--- src/rtl/gpio_debounce_chk.sv ---
// -----------------------------------------------------------------------------
// gpio_debounce_chk
// Property checker for the gpio_debounce event register. Holds no design
// state; it only observes the registered event outputs.
//
// Ports:
//   clk, rst     - same clock/reset as the checked block
//   ev_valid     - event pending flag
//   ev_rise      - pending rising-edge bits
//   ev_fall      - pending falling-edge bits
//   ev_overflow  - pending event contains merged changes
// -----------------------------------------------------------------------------
module gpio_debounce_chk #(
    parameter int WIDTH = 16
) (
    input logic             clk,
    input logic             rst,
    input logic             ev_valid,
    input logic [WIDTH-1:0] ev_rise,
    input logic [WIDTH-1:0] ev_fall,
    input logic             ev_overflow
);

    // With no event pending, the payload must be fully cleared.
    a_idle_payload_clear : assert property (
        @(posedge clk) disable iff (rst)
        !ev_valid |-> ((ev_rise == {WIDTH{1'b0}}) && (ev_fall == {WIDTH{1'b0}}) && !ev_overflow)
    );

    // A bit can only be both rising and falling after two accepts were merged.
    a_both_edges_needs_merge : assert property (
        @(posedge clk) disable iff (rst)
        ((ev_rise & ev_fall) != {WIDTH{1'b0}}) |-> ev_overflow
    );

endmodule

--- src/rtl/gpio_sync2.sv ---
// -----------------------------------------------------------------------------
// gpio_sync2
// WIDTH-wide two-flop synchronizer for asynchronous pad inputs. Each bit is
// synchronized independently; bits are not guaranteed coherent with each other
// on the same cycle, which is fine for debounced switch inputs.
//
// Ports:
//   clk  - system clock, rising edge
//   rst  - synchronous, active-high reset (clears both flop stages)
//   d    - raw asynchronous inputs
//   q    - synchronized outputs (second flop stage)
// -----------------------------------------------------------------------------
module gpio_sync2 #(
    parameter int WIDTH = 16
) (
    input  logic             clk,
    input  logic             rst,
    input  logic [WIDTH-1:0] d,
    output logic [WIDTH-1:0] q
);

    logic [WIDTH-1:0] s1_r;
    logic [WIDTH-1:0] s2_r;

    // Two back-to-back flops resolve metastability on the raw pad inputs.
    always_ff @(posedge clk) begin
        if (rst) begin
            s1_r <= {WIDTH{1'b0}};
            s2_r <= {WIDTH{1'b0}};
        end else begin
            s1_r <= d;
            s2_r <= s1_r;
        end
    end

    assign q = s2_r;

endmodule

--- src/rtl/gpio_debounce.sv ---
// -----------------------------------------------------------------------------
// gpio_debounce
// Samples up to 32 asynchronous switch/button pads, debounces them with one
// shared stability counter, presents a registered debounced state bus and
// emits one change event per accepted transition over a valid/ready handshake.
//
// Ports:
//   clk          - system clock, all logic on rising edge
//   rst          - synchronous, active-high reset
//   pins         - raw asynchronous pad inputs [WIDTH]
//   state        - debounced pin state [WIDTH]
//   ev_valid     - change event pending
//   ev_ready     - consumer accepts the event when high together with ev_valid
//   ev_rise      - bits that went 0->1 since the last accepted event [WIDTH]
//   ev_fall      - bits that went 1->0 since the last accepted event [WIDTH]
//   ev_overflow  - a further change was merged into a pending event
//
// All outputs come straight from flops; no input reaches an output
// combinationally.
// -----------------------------------------------------------------------------
module gpio_debounce #(
    parameter int WIDTH    = 16,
    parameter int DEBOUNCE = 65536
) (
    input  logic             clk,
    input  logic             rst,
    input  logic [WIDTH-1:0] pins,
    output logic [WIDTH-1:0] state,
    output logic             ev_valid,
    input  logic             ev_ready,
    output logic [WIDTH-1:0] ev_rise,
    output logic [WIDTH-1:0] ev_fall,
    output logic             ev_overflow
);

    localparam int             CNT_W   = $clog2(DEBOUNCE);
    localparam logic [CNT_W-1:0] CNT_MAX = CNT_W'(DEBOUNCE - 1);
    localparam logic [CNT_W-1:0] CNT_ONE = CNT_W'(1);
    localparam logic [CNT_W-1:0] CNT_ZERO = CNT_W'(0);

    logic [WIDTH-1:0] sync_s;
    logic [WIDTH-1:0] last_r;
    logic [CNT_W-1:0] cnt_r;
    logic [CNT_W-1:0] cnt_nxt_s;
    logic             stable_s;
    logic             at_max_s;

    logic [WIDTH-1:0] state_r;
    logic [WIDTH-1:0] state_nxt_s;
    logic             accept_s;
    logic [WIDTH-1:0] rise_s;
    logic [WIDTH-1:0] fall_s;

    logic             handshake_s;
    logic             ev_valid_r;
    logic [WIDTH-1:0] ev_rise_r;
    logic [WIDTH-1:0] ev_fall_r;
    logic             ev_overflow_r;
    logic             ev_valid_nxt_s;
    logic [WIDTH-1:0] ev_rise_nxt_s;
    logic [WIDTH-1:0] ev_fall_nxt_s;
    logic             ev_overflow_nxt_s;

    gpio_sync2 #(
        .WIDTH (WIDTH)
    ) u_sync (
        .clk (clk),
        .rst (rst),
        .d   (pins),
        .q   (sync_s)
    );

    // Previous synchronized sample, used to detect any change on any bit.
    always_ff @(posedge clk) begin
        if (rst) begin
            last_r <= {WIDTH{1'b0}};
        end else begin
            last_r <= sync_s;
        end
    end

    // Shared stability counter: any bit moving restarts the count; it
    // saturates at DEBOUNCE-1 so a long-stable input never re-triggers.
    always_comb begin
        stable_s  = (sync_s == last_r);
        at_max_s  = (cnt_r == CNT_MAX);
        cnt_nxt_s = cnt_r;
        if (!stable_s) begin
            cnt_nxt_s = CNT_ZERO;
        end else if (!at_max_s) begin
            cnt_nxt_s = cnt_r + CNT_ONE;
        end else begin
            cnt_nxt_s = cnt_r;
        end
    end

    // Stability counter register.
    always_ff @(posedge clk) begin
        if (rst) begin
            cnt_r <= CNT_ZERO;
        end else begin
            cnt_r <= cnt_nxt_s;
        end
    end

    // A change is accepted once the synchronized value has been stable long
    // enough and differs from the published state.
    always_comb begin
        accept_s    = at_max_s && (last_r != state_r);
        rise_s      = last_r & ~state_r;
        fall_s      = ~last_r & state_r;
        state_nxt_s = state_r;
        if (accept_s) begin
            state_nxt_s = last_r;
        end else begin
            state_nxt_s = state_r;
        end
    end

    // Debounced state register; never waits on the event consumer.
    always_ff @(posedge clk) begin
        if (rst) begin
            state_r <= {WIDTH{1'b0}};
        end else begin
            state_r <= state_nxt_s;
        end
    end

    // Event register next-state: replace when the slot is free or being
    // consumed this cycle, otherwise merge into the pending event and flag it.
    always_comb begin
        handshake_s       = ev_valid_r & ev_ready;
        ev_valid_nxt_s    = ev_valid_r;
        ev_rise_nxt_s     = ev_rise_r;
        ev_fall_nxt_s     = ev_fall_r;
        ev_overflow_nxt_s = ev_overflow_r;
        if (accept_s) begin
            ev_valid_nxt_s = 1'b1;
            if (ev_valid_r && !handshake_s) begin
                ev_rise_nxt_s     = ev_rise_r | rise_s;
                ev_fall_nxt_s     = ev_fall_r | fall_s;
                ev_overflow_nxt_s = 1'b1;
            end else begin
                ev_rise_nxt_s     = rise_s;
                ev_fall_nxt_s     = fall_s;
                ev_overflow_nxt_s = 1'b0;
            end
        end else begin
            if (handshake_s) begin
                ev_valid_nxt_s    = 1'b0;
                ev_rise_nxt_s     = {WIDTH{1'b0}};
                ev_fall_nxt_s     = {WIDTH{1'b0}};
                ev_overflow_nxt_s = 1'b0;
            end else begin
                ev_valid_nxt_s    = ev_valid_r;
                ev_rise_nxt_s     = ev_rise_r;
                ev_fall_nxt_s     = ev_fall_r;
                ev_overflow_nxt_s = ev_overflow_r;
            end
        end
    end

    // Event register; reset discards any pending event.
    always_ff @(posedge clk) begin
        if (rst) begin
            ev_valid_r    <= 1'b0;
            ev_rise_r     <= {WIDTH{1'b0}};
            ev_fall_r     <= {WIDTH{1'b0}};
            ev_overflow_r <= 1'b0;
        end else begin
            ev_valid_r    <= ev_valid_nxt_s;
            ev_rise_r     <= ev_rise_nxt_s;
            ev_fall_r     <= ev_fall_nxt_s;
            ev_overflow_r <= ev_overflow_nxt_s;
        end
    end

    assign state       = state_r;
    assign ev_valid    = ev_valid_r;
    assign ev_rise     = ev_rise_r;
    assign ev_fall     = ev_fall_r;
    assign ev_overflow = ev_overflow_r;

    gpio_debounce_chk #(
        .WIDTH (WIDTH)
    ) u_chk (
        .clk         (clk),
        .rst         (rst),
        .ev_valid    (ev_valid_r),
        .ev_rise     (ev_rise_r),
        .ev_fall     (ev_fall_r),
        .ev_overflow (ev_overflow_r)
    );

endmodule
--- config.mk ---
export PLATFORM = sky130hd
export DESIGN_NAME = gpio_debounce
export DESIGN_NICKNAME = d
export VERILOG_FILES = /design/src/rtl/gpio_debounce_chk.sv /design/src/rtl/gpio_sync2.sv /design/src/rtl/gpio_debounce.sv
export SDC_FILE = /design/constraint.sdc
export NUM_CORES = 1
export LEC_CHECK = 0
export ABC_AREA = 1
export BUFFER_PORTS_ARGS = -buffer_cell sky130_fd_sc_hd__buf_4
export CORE_MARGIN = 2
export CORE_UTILIZATION = 35
export DETAILED_ROUTE_END_ITERATION = 6
export PLACE_DENSITY = 0.6
export SYNTH_ARGS = -nofsm -noshare
export SYNTH_HDL_FRONTEND = slang
export SYNTH_SLANG_ARGS = --single-unit
--- constraint.sdc ---
create_clock -name clk -period 2.95 [get_ports clk]
set_clock_uncertainty 0.15 [all_clocks]
set_input_delay 0.1475 -clock clk [delete_from_list [all_inputs] [get_ports clk]]
set_output_delay 0.1475 -clock clk [all_outputs]
set_load 0.05 [all_outputs]
# Yosys cells after proc, flatten, opt, wreduce, memory -nomap -nowiden
# Index checks and enable logic that the tools add are counted.
# totals
wordCells,35
output_inout_bits,50
in_bits,19
register_bits,114
# op_classes
n_eq_ne,3
n_addsub,1
mux,9
bitwise,8
n_reduce_logical,5
# ops
cell,count
$mux 16,5
$and 16x16->16,2
$not 16->16,2
$or 16x16->16,2
$add 16x1->16 const B,1
$eq 16x16->1,1
$eq 16x16->1 const B,1
$ne 16x16->1,1
$mux 1,4
$logic_and 1x1->1,2
$reduce_bool 2->1,1
$reduce_or 2->1,1
$and 1x1->1,1
$logic_not 1->1,1
$not 1->1,1

# Logic depth before layout (Yosys ltp)
# Gate-level depths: netlist of the first run.
# logic_depth
depth_word,5
ltp_mapped,11
mapped_depth_nobuf,11

# Cells and area by module
# Synthesis of the first run repeated with hierarchy kept, for this count alone.
# hier_totals
cells_unflattened,739
hier_area_um2,5791.8
# by_module_without_submodules
mod,seq_area_each_um2,area_per_inst_um2,instances,cells_per_inst
gpio_debounce,1641.6,4877.2,1,640
gpio_sync2,640.6,914.6,1,99

# Worst setup path after synthesis of the first run
# OpenSTA, ideal clock, no wires.
# synth_timing
path_type,register to register
start,"register state_r[4], in the netlist state[4]"
end,"register ev_rise_r[14], in the netlist ev_rise[14]"
n_path_buf,1
path_stages_with_launch,10
setup_time_ns,0.071
arrival_ns,1.872
period_less_slack_ns,2.092
required_time_ns,2.729
setup_slack_ns,0.858
path_cell_list,dfxtp_1 inv_1 ha_1 nand4_1 nor2_1 nand2_1 nand2_4 clkbuf_1 nand3_1 a21oi_1
# synth_via
elab_chain_len,3
elab_cells_between_ends,4
classes_between,eq/ne: 1; mux: 1; reduce/logical: 2
# synth_lines
item,line,rtl
from (decl),gpio_debounce.sv:48,logic [WIDTH-1:0] state_r;
from (signal assigned),gpio_debounce.sv:123,state_r <= {WIDTH{1'b0}};
from (signal assigned),gpio_debounce.sv:125,state_r <= state_nxt_s;
$ne 16x16->1 *,gpio_debounce.sv:109,accept_s = at_max_s && (last_r != state_r);
$logic_and 1x1->1 *,gpio_debounce.sv:109,
$mux 16 / $reduce_bool 2->1 (equally long branches),--,
to (signal assigned),gpio_debounce.sv:167,ev_rise_r <= {WIDTH{1'b0}};
to (signal assigned),gpio_debounce.sv:172,ev_rise_r <= ev_rise_nxt_s;
to (decl),gpio_debounce.sv:56,logic [WIDTH-1:0] ev_rise_r;
# Every way passes the cells marked *; elsewhere a longest branch is shown, timed or not.
# A chain may end at the register's enable or synchronous reset.

# Worst setup path after layout of the first run
# layout_timing
start,"register state_r[4], in the netlist state[4]"
end,"register ev_overflow_r, in the netlist ev_overflow"
# layout_via
elab_chain_len,3
elab_cells_between_ends,4
classes_between,eq/ne: 1; mux: 1; reduce/logical: 2
# layout_lines
item,line,rtl
$ne 16x16->1 *,gpio_debounce.sv:109,
$logic_and 1x1->1 *,gpio_debounce.sv:109,
$mux 1 / $reduce_bool 2->1 (equally long branches),--,
to (signal assigned),gpio_debounce.sv:174,ev_overflow_r <= ev_overflow_nxt_s;
to (decl),gpio_debounce.sv:58,logic ev_overflow_r;
# Marked as above.

==> results of run 1 <==
[per-layer routing]
metal,global-route usage,up-vias,share of wire
met5,0,-,0
met4,0.0718,0,0.017
met3,0.0409,17,0.047
met2,0.240,107,0.43
met1,0.235,1920,0.50
li1,-,2382,-
[worst min path at each step]
| stage | from | end | slack (ns) | depth (start not counted) |
|---|---|---|---|---|
| after floorplan | pins[0] | u_sync.s1_r[0] | 0.10 | 2 |
| after global placement | pins[14] | u_sync.s1_r[14] | 0.20 | 3 |
| after detailed placement | pins[1] | u_sync.s1_r[1] | 0.20 | 3 |
| after global routing | ev_ready | ev_rise[12] | 0.11 | 5 |
| final | ev_ready | ev_rise[10] | 0.1 | 5 |
| after CTS | ev_ready | ev_rise[11] | 0.08 | 5 |
[worst min-delay path, stage by stage]
cell	delay (ns)
buf_4	0.09
nor2_2	0.09
a21oi_1	0.13
nand3b_1	0.10
a21oi_1	0.06
[flip-flops by register name, indices dropped and copies added, names as in the netlist]
signal	count
last_r	16
ev_overflow	1
cnt_r	16
u_sync.q	16
ev_fall	16
ev_rise	16
ev_valid	1
state	16
u_sync.s1_r	16
[layout by cell type (no fill, tap or decap)]
cell type      Yosys  layout
a21oi_1           70      70
buf_4              0      73
bufinv_16          0       4
clkbuf_16          0      17
clkbuf_8           0       1
clkinv_2           1       5
clkinvlp_4         0       5
dfxtp_1          114     114
dlygate4sd3_1      0      16
ha_1              33      33
inv_1            109     109
inv_6              0       1
nand2_1           97      97
nand2_2            3       3
nand2_4            2       2
nand3_1           42      42
nand3b_1          34      34
nand4_1           10      10
nor2_1           128     127
nor2_2             2       3
nor2_4             1       1
nor2_8             1       1
nor2b_1            1       1
nor3_1             5       5
o21ai_0           17      17
o21ai_1            2       2
xnor2_1            6       6
xor2_1             2       2
[area by class of cell]
| class | instances | area share |
|---|---|---|
| clock buffers | 18 | 0.0657 |
| multi-input cells | 456 | 0.362 |
| well taps | 184 | 0.0345 |
| flip-flops and latches | 114 | 0.342 |
| clock inverters | 14 | 0.0279 |
| repair buffers | 89 | 0.106 |
| inverters | 110 | 0.0620 |
[power by group through the flow]
stage	logic (mW)	registers [mW]	clock network (mW)
global placement	0.172	1.62	0
detailed placement	0.172	1.62	0
global route	0.215	1.59	2.28
floorplan	0.120	1.61	0
finish	0.189	1.58	2.16
CTS	0.189	1.58	2.20
[stage by stage]
step                cell area [sq um]  setup slack, ns  total power, mW  hold slack (ns)
floorplan                        5250            0.858             1.73            0.104
global placement                 5890            0.688             1.79            0.198
detailed placement               5890            0.702             1.79            0.203
CTS                              6680            0.691             3.98           0.0800
global route                     6680            0.451             4.08            0.114
finish                           6680            0.699             3.93           0.0961
[cells by family after synthesis]
| kind of cell | share of synthesized area |
|---|---|
| compound gates | 0.0848 |
| simple gates | 0.283 |
| xor+xnor | 0.0133 |
| fa+ha+maj | 0.0786 |
| flops | 0.434 |
| buf+inv | 0.105 |
[repair_timing]
| action | 4_1_cts | 5_1_grt |
|---|---|---|
| setup buffers | 0 | 0 |
| endpoints found under the setup margin | 0 | 0 |
| hold endpoints to repair | 16 | 0 |
| hold buffers | 16 | 0 |
==> metrics.md, run 1 <==
| Metric | Value |
|---|---|
| Area delta synth->final | `27.2%` |
| Resized cells post-CTS | `0` |
| Synth Area per Inst | `7.42 sq um` |
| Yosys top cell by area | `dfxtp_1` |
| Drt total wl | `12.8 mm` |
| TritonCTS Buffers | `17` |
| Post-synth top cells | `nor2_1, dfxtp_1, inv_1` |
| Initial DRC Count | `459` |
| Fmax | `444 MHz` |
| Slack of the worst reg-to-reg path | `0.70 ns` |
| Worst Setup EP | `ev_overflow` |
| CP Class | `reg -> reg` |
| Register clock-pin slew on the reported worst setup and hold paths | `0.06 ns` |
| DP HPWL | `8.82 mm` |
| # rows | `44` |
| CP cell instances | `inv_1, ha_1, nand4_1, nor2_1, nand2_1, nand2_4, clkinv_2, nand2_1, a21oi_1` |
| Worst slew margin | `0.415` |
| Post-synthesis cell area | `0.00525 sq mm` |
| Nets | `840` |
| Initial antenna violation count | `0` |
| CP arrival | `2.36 ns` |
| Mapped Cells | `708` |
| Worst r2r path cells | `9` |
| Worst hold path class | `in -> reg` |
| Reg2Reg Launch Point | `state[4]` |
| Worst slew pin tran | `0.878 ns` |
| Max cap viols | `0` |
| Seq pwr share | `0.403` |
| H-tree levels | `4` |
| Worst EP required | `3.06 ns` |
| Ant. Diodes | `0` |
| Fin util | `0.458` |
| Sw frac | `0.219` |
| Total number of vias | `4426` |
| CP bufs+invs | `2` |
| P_sw | `0.861 mW` |
| Synth area leaders | `dfxtp_1, nor2_1, ha_1` |
| Fillers | `1461` |
| CTS tree | `done` |
| Critical path origin | `state[4]` |
| Critical Path Slowest Stage Cell | `dfxtp_1` |
| Critical Path Start Type | `flip-flop` |
| Post-Layout Cell Count | `985` |
| RSZ-0062 raised after global routing | `false` |
| CTS Root Cell | `clkbuf_16` |
| Synthesized Nets | `760` |
| Inst Count DP | `937` |
| Io pins | `69` |
| Port bufs | `68` |
| Worst-path fanout max | `34` |
| Cell-internal power | `3.07 mW` |
| Area share of the largest cell type after synthesis | `0.434` |
| Maximum VDD drop | `0.000401 V` |
| Critical Path Sink Type | `flip-flop` |
| Antenna-violating nets left | `0` |
| Die Y | `127 um` |
| Die area | `0.0160 sq mm` |
| Status | `finished clean` |
| Combinational share of power | `0.048` |
| Routability congestion estimate from global placement | `0.825` |
| Crit-path leading delay family | `simple AND/OR/NAND/NOR gates` |
| Max-slew violations | `0` |
| Vias in the first global route | `3980` |
| Final setup TNS | `0 ns` |
| Drt pass-1 iters | `5` |
| Largest net degree at the start of global routing | `86` |
| Sequential cell area | `0.00228 sq mm` |
| Post-synth EDFFs | `0` |
| Post-synth ARST share | `0` |
| Final setup violation count | `0` |
| RR Endpoint | `ev_overflow` |
| DIE WIDTH | `127 um` |
| Power Dens Cells | `589 mW/mm^2` |
| Worst skew pair latency | `0.42 ns` |
| Critical path depth in cells | `9` |
| Clock power frac | `0.549` |
| Vias/cell | `4.49` |
| First-pass GRT wire length | `20.9 mm` |
| Overflow after GRT | `0` |
| Unique masters post-synth | `27` |
| Core area | `0.0146 sq mm` |
| Yosys reg bits | `114` |
| Number of synthesis warnings | `0` |
| Crit-path max cell delay | `0.38 ns` |
| Area of the multi-input gates | `0.00242 sq mm` |
| Seq/Total Area, Yosys | `0.434` |
| Remaining DRCs | `0` |
| P_leak | `2.88 nW` |
| Main synth FF type | `dfxtp_1` |
| Share of cells above drive strength 1 | `0.145` |
| Min Tclk post-route | `2.25 ns` |
| Period utilization | `0.763` |
| Final Hold Viols | `0` |
| # clock sinks | `114` |
| Initial Utilization | `0.360` |
| Total GRT Usage | `0.166` |
| Most frequent cell after synthesis | `nor2_1` |
| Wire length per cell | `13.0 um` |
| CTS max path bufs | `2` |
| Most used cell along the critical path | `nand2_1` |
(Power assumes the default switching activity.)
==> run 2: changes to the inputs <==
--- a/config.mk
+++ b/config.mk
@@ -10,7 +10,7 @@
 export CORE_MARGIN = 2
 export CORE_UTILIZATION = 35
 export DETAILED_ROUTE_END_ITERATION = 6
-export PLACE_DENSITY = 0.6
+export PLACE_DENSITY = 0.62
 export SYNTH_ARGS = -nofsm -noshare
 export SYNTH_HDL_FRONTEND = slang
 export SYNTH_SLANG_ARGS = --single-unit
==> constraint.sdc (replaced) <==
create_clock -name clk -period 1.98 [get_ports clk]
set_clock_uncertainty 0.15 [all_clocks]
set_input_delay 0.099 -clock clk [delete_from_list [all_inputs] [get_ports clk]]
set_output_delay 0.099 -clock clk [all_outputs]
set_load 0.05 [all_outputs]
==> metrics.md, run 2 (synthesis gave the netlist of run 1 again) <==
| Metric | Value |
|---|---|
| Ant. Diodes | `0` |
| # rows | `44` |
| CTS tree | `done` |
| Remaining DRCs | `0` |
| Total number of vias | `4613` |
| Initial antenna violation count | `0` |
| Initial Utilization | `0.360` |
| Crit-path max cell delay | `0.36 ns` |
| Total GRT Usage | `0.168` |
| CP cell instances | `inv_1, ha_1, nand4_1, nor2_1, nand2_1, nand2_4, clkinv_2, buf_12, nor2_1, nor2_1` |
| Post-Layout Cell Count | `997` |
| Final setup TNS | `0 ns` |
| Largest net degree at the start of global routing | `48` |
| Drt total wl | `13.0 mm` |
| Critical Path Start Type | `flip-flop` |
| CTS Root Cell | `clkbuf_16` |
| Fin util | `0.468` |
| # clock sinks | `114` |
| Final Hold Viols | `0` |
| CP arrival | `2.01 ns` |
| Fmax | `542 MHz` |
| Die Y | `127 um` |
| CTS max path bufs | `2` |
| Worst slew pin tran | `0.459 ns` |
| H-tree levels | `4` |
| Port bufs | `68` |
| Worst skew pair latency | `0.42 ns` |
| Register clock-pin slew on the reported worst setup and hold paths | `0.06 ns` |
| Core area | `0.0146 sq mm` |
| Status | `finished clean` |
| Overflow after GRT | `0` |
| CP bufs+invs | `3` |
| Most used cell along the critical path | `nor2_1` |
| Vias/cell | `4.63` |
| Worst hold path class | `in -> reg` |
| Final worst setup slack | `0.135 ns` |
| Io pins | `69` |
| First-pass GRT wire length | `21.1 mm` |
| Max cap viols | `0` |
| Worst-path fanout max | `15` |
| Die area | `0.0160 sq mm` |
| Antenna-violating nets left | `0` |
| CP Class | `reg -> reg` |
| Area delta synth->final | `30.0%` |
| P_leak | `2.98 nW` |
| Wire length per cell | `13.0 um` |
| Power Dens Cells | `849 mW/mm^2` |
| RSZ-0062 raised after global routing | `false` |
| Critical Path Slowest Stage Cell | `dfxtp_2` |
| Crit-path leading delay family | `simple AND/OR/NAND/NOR gates` |
| Nets | `852` |
| TritonCTS Buffers | `17` |
| Critical Path Sink Type | `flip-flop` |
| DIE WIDTH | `127 um` |
| Max-slew violations | `0` |
| Worst slew margin | `0.694` |
| Routability congestion estimate from global placement | `0.875` |
| Share of cells above drive strength 1 | `0.176` |
| Final setup violation count | `0` |
| DP Worst Slack | `0.0387 ns` |
| Drt pass-1 iters | `5` |
| Inst Count DP | `945` |
| Worst EP required | `2.14 ns` |
| Leading cell type in the layout, fill and taps excluded | `nor2_1` |
| Initial DRC Count | `386` |
| DP HPWL | `9.08 mm` |
| Min Tclk post-route | `1.84 ns` |
| Period utilization | `0.932` |
| Vias in the first global route | `4086` |
| Maximum VDD drop | `0.000571 V` |
| Most frequent cells in the layout | `nor2_1, inv_1, dfxtp_1` |
run 2: changes by cell type in the layout (fill, tap and decap cells not counted), moves of 3 or more:
| cell | change |
|---|---|
| dfxtp_1 | -16 |
| dfxtp_2 | +16 |
| buf_4 | +7 |
| buf_12 | +4 |
| clkinv_4 | +3 |
| clkinvlp_4 | -3 |
| inv_6 | +3 |
run 2: what timing repair did:
action / 4_1_cts / 5_1_grt
buffers inserted: 0 / 3
endpoints found under the setup margin: 0 / 35
endpoints found under the hold margin: 51 / 0
gates resized for setup: 0 / 1
hold buffers: 17 / 0
run 2: layout make-up:
type / instances / area [sq um]
clock buffer: 17 / 425
clock inverter: 15 / 181
fill: 1426 / 7760
inverter: 110 / 414
multi-input combinational: 456 / 2420
sequential: 114 / 2300
tap: 184 / 230
timing repair buffer: 101 / 851
run 2: metrics by stage:
step | cell area (sq um) | total power, mW | hold slack [ns]
after global placement | 6020 | 2.68 | 0.153
after floorplan | 5270 | 2.58 | 0.0560
after global routing | 6830 | 6.02 | 0.129
after detailed placement | 6020 | 2.68 | 0.154
final | 6830 | 5.80 | 0.0968
after CTS | 6800 | 5.85 | 0.0795
run 2: layer usage:
layer	share of wire	GRT usage
met1	0.49	0.236
met4	0.015	0.0614
met3	0.060	0.0519
met5	0	0
met2	0.44	0.241
run 2: worst paths after layout:
check	startpoint	endpoint	slack, ns	cells past startpoint
setup reg to reg	state[12]	state[11]	0.14	10
hold reg to reg	u_sync.s1_r[8]	u_sync.q[8]	0.25	2
hold / removal	ev_ready	ev_overflow	0.1	5
setup / recovery	state[12]	state[11]	0.14	10
run 2: worst min-delay path: cells and delay by family:
| kind | cells | cell delay, ns |
|---|---|---|
| buffers and inverters | 2 | 0.32 |
| and+or+nand+nor | 2 | 0.14 |
| AOI/OAI and AO/OA | 1 | 0.06 |
run 2: power breakdown:
group / switching (mW) / internal (mW)
combinational: 0.171 / 0.129
sequential: 0.0226 / 2.33
clock: 1.15 / 1.99
